File: config.mk
export PLATFORM = sky130hd
export DESIGN_NAME = dbg_mailbox_ctrl_flat
export DESIGN_NICKNAME = d
export VERILOG_FILES = /design/src/rtl/dbg_mailbox_ctrl_if.sv /design/src/rtl/dbg_mailbox_ctrl.sv /design/src/flat_wrapper.sv
export SDC_FILE = /design/constraint.sdc
export NUM_CORES = 1
export LEC_CHECK = 0
export CAP_MARGIN = 25
export CORE_MARGIN = 3
export CORE_UTILIZATION = 64
export DETAILED_ROUTE_END_ITERATION = 7
export PLACE_DENSITY = 0.85
export SLEW_MARGIN = 20
export SYNTH_ARGS = -nofsm -noshare
export SYNTH_HDL_FRONTEND = slang
export SYNTH_SLANG_ARGS = --single-unit
File: constraint.sdc
create_clock -name clk -period 4.84 [get_ports clk]
set_clock_uncertainty 0.15 [all_clocks]
set_input_delay 0.968 -clock clk [delete_from_list [all_inputs] [get_ports clk]]
set_output_delay 0.968 -clock clk [all_outputs]
set_load 0.005 [all_outputs]
File: src/rtl/dbg_mailbox_ctrl_if.sv
// Bundle of the core write port, host command port and print byte port of the
// debug mailbox controller, plus the controller's state for observation.
interface dbg_mailbox_ctrl_if #(
    parameter int DATA_W = 32,
    parameter int ADDR_W = 3,
    parameter int CNT_W  = 16
);
    logic              dbg_we;
    logic [ADDR_W-1:0] dbg_addr;
    logic [DATA_W-1:0] dbg_wdata;
    logic              dbg_stall;
    logic              cmd_valid;
    logic              cmd_ready;
    logic [DATA_W-1:0] cmd_func;
    logic [ADDR_W-1:0] arg_sel;
    logic [DATA_W-1:0] arg_data;
    logic              char_valid;
    logic              char_ready;
    logic [7:0]        char_data;
    logic              finished;
    logic [CNT_W-1:0]  cmd_count;
    logic [1:0]        dbg_state;

    // Handshakes: a transfer happens on a rising edge where valid and ready are
    // both 1; valid never drops before that edge, ready while valid=0 is ignored.
    modport slave (
        input  dbg_we, dbg_addr, dbg_wdata, cmd_ready, arg_sel, char_ready,
        output dbg_stall, cmd_valid, cmd_func, arg_data, char_valid, char_data,
               finished, cmd_count, dbg_state
    );

    modport master (
        output dbg_we, dbg_addr, dbg_wdata, cmd_ready, arg_sel, char_ready,
        input  dbg_stall, cmd_valid, cmd_func, arg_data, char_valid, char_data,
               finished, cmd_count, dbg_state
    );
endinterface

File: src/rtl/dbg_mailbox_ctrl.sv
// Debug argument RAM controller: captures core writes, snapshots on a function
// write, and runs one host command or an internal print per snapshot.
module dbg_mailbox_ctrl #(
    parameter int DATA_W = 32,
    parameter int ARG_N  = 8,
    parameter int ADDR_W = 3,
    parameter int CNT_W  = 16
) (
    input  logic               clk,
    input  logic               reset,
    dbg_mailbox_ctrl_if.slave  bus
);
    localparam logic [1:0] S_IDLE = 2'd0;
    localparam logic [1:0] S_CMD  = 2'd1;
    localparam logic [1:0] S_CHAR = 2'd2;
    localparam logic [1:0] S_HALT = 2'd3;

    logic [1:0]        state;
    logic [DATA_W-1:0] live [ARG_N];
    logic [DATA_W-1:0] snap [ARG_N];
    logic [1:0]        char_idx;
    logic [CNT_W-1:0]  cmd_count;
    logic              finished;

    logic              accept;
    logic              start;
    logic [7:0]        char_byte;
    logic              cmd_hs;
    logic              char_hs;
    logic              char_done;

    assign accept    = bus.dbg_we && (state == S_IDLE);
    assign start     = accept && (bus.dbg_addr == '0);
    // Byte lane selected by char_idx; forced to zero outside a print.
    assign char_byte = (state == S_CHAR) ? snap[1][{char_idx, 3'b000} +: 8] : 8'h00;
    assign cmd_hs    = (state == S_CMD) && bus.cmd_ready;
    assign char_hs   = (state == S_CHAR) && (char_byte != 8'h00) && bus.char_ready;
    // A zero byte terminates the string early without being emitted.
    assign char_done = (state == S_CHAR) &&
                       ((char_byte == 8'h00) || (char_hs && (char_idx == 2'd3)));

    always_ff @(posedge clk or negedge reset) begin
        if (!reset) begin
            for (int i = 0; i < ARG_N; i++) begin
                live[i] <= '0;
                snap[i] <= '0;
            end
        end else if (accept) begin
            live[bus.dbg_addr] <= bus.dbg_wdata;
            if (start) begin
                for (int i = 0; i < ARG_N; i++) begin
                    snap[i] <= live[i];
                end
                snap[0] <= bus.dbg_wdata;
            end
        end
    end

    always_ff @(posedge clk or negedge reset) begin
        if (!reset) begin
            state     <= S_IDLE;
            char_idx  <= 2'd0;
            cmd_count <= '0;
            finished  <= 1'b0;
        end else begin
            case (state)
                S_IDLE: begin
                    if (start) begin
                        state    <= (bus.dbg_wdata == DATA_W'(3)) ? S_CHAR : S_CMD;
                        char_idx <= 2'd0;
                    end
                end
                S_CMD: begin
                    if (cmd_hs) begin
                        cmd_count <= cmd_count + CNT_W'(1);
                        if (snap[0] == '0) begin
                            state    <= S_HALT;
                            finished <= 1'b1;
                        end else begin
                            state <= S_IDLE;
                        end
                    end
                end
                S_CHAR: begin
                    if (char_done) begin
                        state     <= S_IDLE;
                        cmd_count <= cmd_count + CNT_W'(1);
                    end else if (char_hs) begin
                        char_idx <= char_idx + 2'd1;
                    end
                end
                S_HALT:  state <= S_HALT;
                default: state <= S_IDLE;
            endcase
        end
    end

    assign bus.dbg_stall  = bus.dbg_we && (state != S_IDLE);
    assign bus.cmd_valid  = (state == S_CMD);
    assign bus.cmd_func   = snap[0];
    assign bus.arg_data   = snap[bus.arg_sel];
    assign bus.char_valid = (char_byte != 8'h00);
    assign bus.char_data  = char_byte;
    assign bus.finished   = finished;
    assign bus.cmd_count  = cmd_count;
    assign bus.dbg_state  = state;
endmodule

File: src/flat_wrapper.sv
// flat-port wrapper written by rule: the top's interface ports become plain ports
module dbg_mailbox_ctrl_flat 
#(
    parameter int DATA_W = 32,
    parameter int ARG_N  = 8,
    parameter int ADDR_W = 3,
    parameter int CNT_W  = 16
)
  (clk, reset, bus_dbg_we, bus_dbg_addr, bus_dbg_wdata, bus_cmd_ready, bus_arg_sel, bus_char_ready, bus_dbg_stall, bus_cmd_valid, bus_cmd_func, bus_arg_data, bus_char_valid, bus_char_data, bus_finished, bus_cmd_count, bus_dbg_state);
  dbg_mailbox_ctrl_if #(.DATA_W(DATA_W), .ADDR_W(ADDR_W), .CNT_W(CNT_W)) bus_i ();
  input  logic clk;
  input  logic reset;
  input wire logic [$bits(bus_i.dbg_we)-1:0] bus_dbg_we;
  input wire logic [$bits(bus_i.dbg_addr)-1:0] bus_dbg_addr;
  input wire logic [$bits(bus_i.dbg_wdata)-1:0] bus_dbg_wdata;
  input wire logic [$bits(bus_i.cmd_ready)-1:0] bus_cmd_ready;
  input wire logic [$bits(bus_i.arg_sel)-1:0] bus_arg_sel;
  input wire logic [$bits(bus_i.char_ready)-1:0] bus_char_ready;
  output wire logic [$bits(bus_i.dbg_stall)-1:0] bus_dbg_stall;
  output wire logic [$bits(bus_i.cmd_valid)-1:0] bus_cmd_valid;
  output wire logic [$bits(bus_i.cmd_func)-1:0] bus_cmd_func;
  output wire logic [$bits(bus_i.arg_data)-1:0] bus_arg_data;
  output wire logic [$bits(bus_i.char_valid)-1:0] bus_char_valid;
  output wire logic [$bits(bus_i.char_data)-1:0] bus_char_data;
  output wire logic [$bits(bus_i.finished)-1:0] bus_finished;
  output wire logic [$bits(bus_i.cmd_count)-1:0] bus_cmd_count;
  output wire logic [$bits(bus_i.dbg_state)-1:0] bus_dbg_state;
  assign bus_i.dbg_we = bus_dbg_we;
  assign bus_i.dbg_addr = bus_dbg_addr;
  assign bus_i.dbg_wdata = bus_dbg_wdata;
  assign bus_i.cmd_ready = bus_cmd_ready;
  assign bus_i.arg_sel = bus_arg_sel;
  assign bus_i.char_ready = bus_char_ready;
  assign bus_dbg_stall = bus_i.dbg_stall;
  assign bus_cmd_valid = bus_i.cmd_valid;
  assign bus_cmd_func = bus_i.cmd_func;
  assign bus_arg_data = bus_i.arg_data;
  assign bus_char_valid = bus_i.char_valid;
  assign bus_char_data = bus_i.char_data;
  assign bus_finished = bus_i.finished;
  assign bus_cmd_count = bus_i.cmd_count;
  assign bus_dbg_state = bus_i.dbg_state;
  dbg_mailbox_ctrl #(.DATA_W(DATA_W), .ARG_N(ARG_N), .ADDR_W(ADDR_W), .CNT_W(CNT_W)) u_core (.clk(clk), .reset(reset), .bus(bus_i));
endmodule
==> summary.md, run 1 <==
| Metric | Value |
|---|---|
| CP arrival | 3.29 ns |
| R2R Setup Slk | 1.62 ns |
| Slew Limit Headroom | 36.58% |
| Leakage | 12.16 nW |
| Post-route DRC | 0 |
| CP startpoint | u_core.char_idx[0]$_DFFE_PN0P_ |
| Worst hold path type | reg2reg |
| RR Startpoint | u_core.bus.dbg_state[1]$_DFFE_PN0P_ |
| Max cap viols | 0 |
| Yosys reg bits | 501 |
| Synth Instances | 1877 |
| Startpoint Class | flop |
| Final Wtd Congestion | 0.8407 |
| DR pass1 iterations | 7 |
| Setup TNS | 0 ns |
| Ys Warns | 0 |
| Fin nets | 2020 |
| Mean Syn Cell Area | 11.50 µm² |
| Die W | 189.7 µm |
| Synth cell types | 43 |
| Pwr/cell area | 616.6 mW/mm² |
| Vias per inst | 6.004 |
| Global-route wire length before repair | 85660 µm |
| I/O pin count | 137 |
| Area leader, netlist | dfrtp_1 |
| Most common cell in the synthesized netlist | nand2_1 |
| Top_reg_cell synth | dfrtp_1 |
| CTS clk-pin slew, worst paths | 0.07 ns |
| Worst r2r path cells | 8 |
| Top cells by count, synth | nand2_1 (779), dfrtp_1 (501), mux2_2 (258) |
| Worst R2R End | u_core.snap[36]$_DFFE_PN0P_ |
| Starting Density | 65.70% |
| Required time of the critical path | 3.72 ns |
| Initial DRC count | 1189 |
| Area share of the largest cell type after synthesis | 58.06% |
| Number of port buffers | 136 |
| Total track usage | 30.26% |
| PostCTS Resize Cnt | 0 |
| Fmax achieved | 226.8 MHz |
| Crit path max fanout | 13 |
| Initial antenna violation count | 0 |
| Clk sinks | 501 |
| Status | completed |
| RSZ-0062 raised after global routing | no |
| Post-Route WL | 53150 µm |
| Tcrit/Tclk final | 91.09% |
| CTS tree | yes |
| Post-synth EDFFs | 0 |
| Setup violators final | 0 |
| Post-DRT Antenna Nets | 0 |
| Critical Path End Type | output port |
| CTS Buf Count | 49 |
| Detail Placement HPWL | 33720 µm |
| Hold buffer count at CTS | 0 |
| Final core utilization | 76.53% |
| CTS root buffer | clkbuf_16 |
| Netlist area before placement | 0.02159 mm² |
| Wire per inst | 21.66 µm |
| Tmin final | 4.409 ns |
| WS Path Type | reg2out |
| Fin. Hold Viols | 0 |
| Sequential area share after synthesis | 58.06% |
| Setup crit end | bus_char_valid |
| Inst Count DP | 2362 |
| Core area | 0.03287 mm² |
| Post-CTS setup repair buffer count | 0 |
| GR Overflow Total | 0 |
| Worst skew pair latency | 0.56 ns |
| Number of cell rows | 66 |
| Filler cells | 1996 |
| Mapped Nets | 1926 |
| # H-tree levels | 2 |
| Worst Tran Pin Value | 0.9513 ns |
| Layout Cells excl Fill | 2454 |
| Die height | 189.7 µm |
| PnR Total Power | 15.51 mW |
| Share of cells above drive strength 1 | 23.37% |
| Synth area leaders | dfrtp_1 (58%), nand2_1 (14%), mux2_2 (13%) |
| Bufs on Longest Clock Path | 3 |
| Die area | 0.03598 mm² |
| Number of global-route vias before repair | 15640 |
| Largest net degree at the start of global routing | 120 |
| Ys async rst share | 100.0% |
| Peak VDD IR | 392.9 µV |
| Synthesis-to-layout area growth | 16.50% |
| Final Slew Violations | 0 |
| Via count | 14730 |
[power by group]
| part | switching, mW | leakage [nW] | internal, mW |
|---|---|---|---|
| registers | 1.39 | 6.41 | 6.05 |
| clock network | 1.61 | 0.852 | 2.44 |
| logic | 1.70 | 4.90 | 2.31 |
[worst max-delay path: stages, from the launching register on]
cell and delay, ns:
dfrtp_1 0.68, mux4_1 0.70, nor4_1 0.54, a21oi_1 0.28, clkdlybuf4s50_1 0.52
[through the flow]
stage / area [µm²] / hold WS [ns] / setup slack [ns]
global placement: 23380 / 0.2877 / 0.7786
finish: 25150 / 0.3097 / 0.4312
floorplan: 21590 / 0.2831 / 1.008
detailed placement: 23410 / 0.2951 / 0.7354
CTS: 25150 / 0.3082 / 0.4860
global route: 25150 / 0.3320 / 0.3275
[state kept, by name (all words and copies together), names as in the netlist]
| register | cells |
|---|---|
| u_core.bus.finished | 1 |
| u_core.bus.cmd_count | 16 |
| u_core.bus.dbg_state | 2 |
| u_core.bus.cmd_func | 32 |
| u_core.snap | 224 |
| u_core.char_idx | 2 |
| u_core.live | 224 |
[layout make-up]
type	instances	area [µm²]	share of cell area, %
well taps	442	553.0	2.199
clock inverters	25	320.3	1.273
clock buffers	66	1423	5.656
inverters	9	33.78	0.1343
diodes	1	2.502	0.009948
flip-flops and latches	501	12540	49.84
repair buffers	177	1857	7.382
multi-input cells	1233	8428	33.51
[kinds of logic after synthesis]
logic type	count (synthesis)	synth area share [%]
simple gates	866	15.95
buf+inv	143	3.158
xor+xnor	15	0.6084
flops	501	58.06
compound gates	14	0.6201
fa+ha+maj	6	0.3477
mux	332	21.26
[layout by cell type, fill, tap and decap left out, drive strengths merged, types with 14 or more instances in the layout]
cell,n
nor2,14
mux4,73
dfrtp,501
buf,45
mux2,258
nor3,16
clkdlybuf4s50,132
nand2,779
clkbuf,66
nor4,19
[per-layer routing]
layer	routed length, µm	part of all wire [%]	global-route usage, %
met1	21290	40	40.98
met2	26430	50	50.69
met3	3790	7.1	5.786
met4	1638	3.1	9.127
met5	0	0	0
[how the worst min path moves through the flow]
stage,start,endpoint,slack (ns),depth (start not counted)
after floorplan,u_core.live[192]$_DFFE_PN0P_,u_core.snap[192]$_DFFE_PN0P_,0.28,2
after global placement,u_core.live[209]$_DFFE_PN0P_,u_core.snap[209]$_DFFE_PN0P_,0.29,2
after detailed placement,u_core.live[200]$_DFFE_PN0P_,u_core.snap[200]$_DFFE_PN0P_,0.30,2
after CTS,u_core.live[200]$_DFFE_PN0P_,u_core.snap[200]$_DFFE_PN0P_,0.31,2
after global routing,u_core.live[26]$_DFFE_PN0P_,u_core.snap[26]$_DFFE_PN0P_,0.33,2
final,u_core.live[200]$_DFFE_PN0P_,u_core.snap[200]$_DFFE_PN0P_,0.31,2
(Power assumes the default switching activity.)
==> run 2, diff against run 1 <==
--- a/config.mk
+++ b/config.mk
@@ -7,9 +7,8 @@
 export LEC_CHECK = 0
 export CAP_MARGIN = 25
 export CORE_MARGIN = 3
-export CORE_UTILIZATION = 64
+export CORE_UTILIZATION = 35
 export DETAILED_ROUTE_END_ITERATION = 7
-export PLACE_DENSITY = 0.85
 export SLEW_MARGIN = 20
 export SYNTH_ARGS = -nofsm -noshare
 export SYNTH_HDL_FRONTEND = slang
==> summary.md, run 2 (synthesis gave the netlist of run 1 again) <==
| Metric | Value |
|---|---|
| Status | completed |
| Number of cell rows | 90 (+36%) |
| Filler cells | 5631 (+180%) |
| Post-DRT Antenna Nets | 0 (unchanged) |
| Die W | 254.4 µm (+34%) |
| Most common cell after layout, fill and taps aside | nand2_1 |
| Hold buffer count at CTS | 0 (unchanged) |
| I/O pin count | 137 (unchanged) |
| Vias per inst | 5.018 (-16%) |
| Leakage | 12.19 nW (+0.27%) |
| RSZ-0062 raised after global routing | no |
| Post-route DRC | 0 (unchanged) |
| Synthesis-to-layout area growth | 18.67% |
| Number of port buffers | 136 (unchanged) |
| Worst-path cell chain | mux4_1 > nor4_1 > a21oi_1 > clkdlybuf4s50_1 |
| Slowest cell delay on critical path | 0.72 ns (+0.02 ns) |
| CP startpoint | u_core.char_idx[0]$_DFFE_PN0P_ |
| Worst skew pair latency | 0.62 ns (+0.06 ns) |
| Number of global-route vias before repair | 14370 (-8.1%) |
| Via count | 14040 (-4.7%) |
| Initial DRC count | 1041 (-12%) |
| Tmin final | 4.409 ns (-0.0003140 ns) |
| Final Wtd Congestion | 0.7864 (-6.5%) |
| Tcrit/Tclk final | 91.09% (about the same) |
| Die height | 254.4 µm (+34%) |
| Worst hold path type | in2async |
| Starting Density | 35.57% (-30 points) |
| WL met2 | 27100 µm (+2.5%) |
| WL met3 | 2341 µm (-38%) |
| Wire per inst | 19.96 µm (-7.9%) |
| Bufs on Longest Clock Path | 3 (unchanged) |
| CTS Buf Count | 53 (+8.2%) |
| Startpoint Class | flop |
| Peak VDD IR | 273.3 µV (-30%) |
| Pwr/cell area | 602.1 mW/mm² (-2.4%) |
| PostCTS Resize Cnt | 0 (unchanged) |
| Crit path max fanout | 13 (unchanged) |
| DRT met1 WL | 24940 µm (+17%) |
| Initial antenna violation count | 1 (+1) |
| Clk sinks | 501 (unchanged) |
| Global-route wire length before repair | 87820 µm (+2.5%) |
| Post-CTS setup repair buffer count | 0 (unchanged) |
| # H-tree levels | 2 (unchanged) |
| Crit path buf inv count | 1 (unchanged) |
| WS Path Type | reg2out |
| Setup TNS | 0 ns (unchanged) |
| Fmax achieved | 226.8 MHz (about the same) |
| Setup violators final | 0 (unchanged) |
| Required time of the critical path | 3.72 ns (about the same) |
| CP max stage cell | mux4_1 |
| Total track usage | 17.56% (-13 points) |
| Worst Tran Pin Value | 0.9777 ns (+0.02647 ns) |
| RR Startpoint | u_core.bus.dbg_state[0]$_DFFE_PN0P_ |
| Multi-input gate area | 0.008428 mm² (unchanged) |
| GR Overflow Total | 0 (unchanged) |
| Share of cells above drive strength 1 | 23.37% (about the same) |
| CTS clk-pin slew, worst paths | 0.06 ns (about the same) |
| DR pass1 iterations | 5 (-2) |
| Die area | 0.06471 mm² (+80%) |
| Fin. Hold Viols | 0 (unchanged) |
| Crit path max-delay family | multiplexers |
| Critical Path End Type | output port |
| Fin nets | 2024 (+0.20%) |
| Hold WS | 0.2177 ns (-0.09197 ns) |
| N_diodes | 0 (-1) |
| Detail Placement HPWL | 36150 µm (+7.2%) |
| CTS tree | yes |
| Post-Route WL | 55820 µm (+5.0%) |
| Max cap viols | 0 (unchanged) |
| Largest net degree at the start of global routing | 130 (+8.3%) |
| CTS root buffer | clkbuf_16 |
| Commonest cells after routing, fill and taps aside | nand2_1 (779), dfrtp_1 (501), mux2_2 (258) |
| Core area | 0.06070 mm² (+85%) |
| Top sig layer | met5 |
| Final Slew Violations | 0 (unchanged) |
| CP arrival | 3.29 ns (about the same) |
| Register Area | 0.01254 mm² (unchanged) |
| PnR Total Power | 15.43 mW (-0.54%) |
| Slew Limit Headroom | 34.22% (-2.4 points) |
| R2R Setup Slk | 1.62 ns (about the same) |
run 2: cell types whose count changed in the layout (fill, tap and decap cells not counted), sizes merged:
cell / before / now
bufinv: 7 / 3
inv: 10 / 12
clkbuf: 66 / 76
clkinvlp: 5 / 1
diode: 1 / 0
run 2: final timing paths:
check | cells past startpoint | to
hold reg to reg | 2 | u_core.snap[55]$_DFFE_PN0P_
min in group clk | 2 | u_core.snap[55]$_DFFE_PN0P_
setup / recovery | 4 | bus_char_valid
setup reg to reg | 6 | u_core.live[62]$_DFFE_PN0P_
hold / removal | 1 | u_core.live[64]$_DFFE_PN0P_
max in group asynchronous | 2 | u_core.snap[15]$_DFFE_PN0P_
run 2: per-stage QoR:
stage | instance area [µm²] | setup slack, ns | util (%) | cells
after CTS | 25620 | 0.4113 | 42.21 | 2797
final | 25620 | 0.4315 | 42.21 | 2797
after detailed placement | 23850 | 0.7788 | 39.30 | 2702
after floorplan | 21590 | 1.008 | - | 1877
after global routing | 25620 | 0.2227 | 42.21 | 2797
after global placement | 23850 | 0.7897 | 39.30 | 2702
run 2: area by class of cell:
class                   instances  area share [%]
repair buffers                177           7.315
clock inverters                19          0.8497
flip-flops and latches        501           48.93
well taps                     782           3.819
inverters                       9          0.1318
clock buffers                  76           6.060
multi-input cells            1233           32.89
run 2: power breakdown:
part | leakage (nW) | internal (mW) | total, mW | switching (mW)
clock | 0.883 | 2.40 | 4.12 | 1.72
combinational | 4.90 | 2.31 | 3.95 | 1.64
sequential | 6.41 | 6.05 | 7.36 | 1.31
total | 12.2 | 10.8 | 15.4 | 4.67
run 2: routing by layer:
metal / GRT usage [%] / up-vias
li1: - / 6412
met1: 24.11 / 7264
met2: 28.90 / 268
met3: 3.070 / 90
met4: 4.800 / 2
met5: 0 / -
==> run 3, diff against run 2 <==
--- a/config.mk
+++ b/config.mk
@@ -8,7 +8,9 @@
 export CAP_MARGIN = 25
 export CORE_MARGIN = 3
 export CORE_UTILIZATION = 35
+export CTS_CLUSTER_SIZE = 30
 export DETAILED_ROUTE_END_ITERATION = 7
+export SKIP_CTS_REPAIR_TIMING = 1
 export SLEW_MARGIN = 20
 export SYNTH_ARGS = -nofsm -noshare
 export SYNTH_HDL_FRONTEND = slang
==> results of run 3 <==
The final DEF is identical to that of run 2; final timing and power are the same.
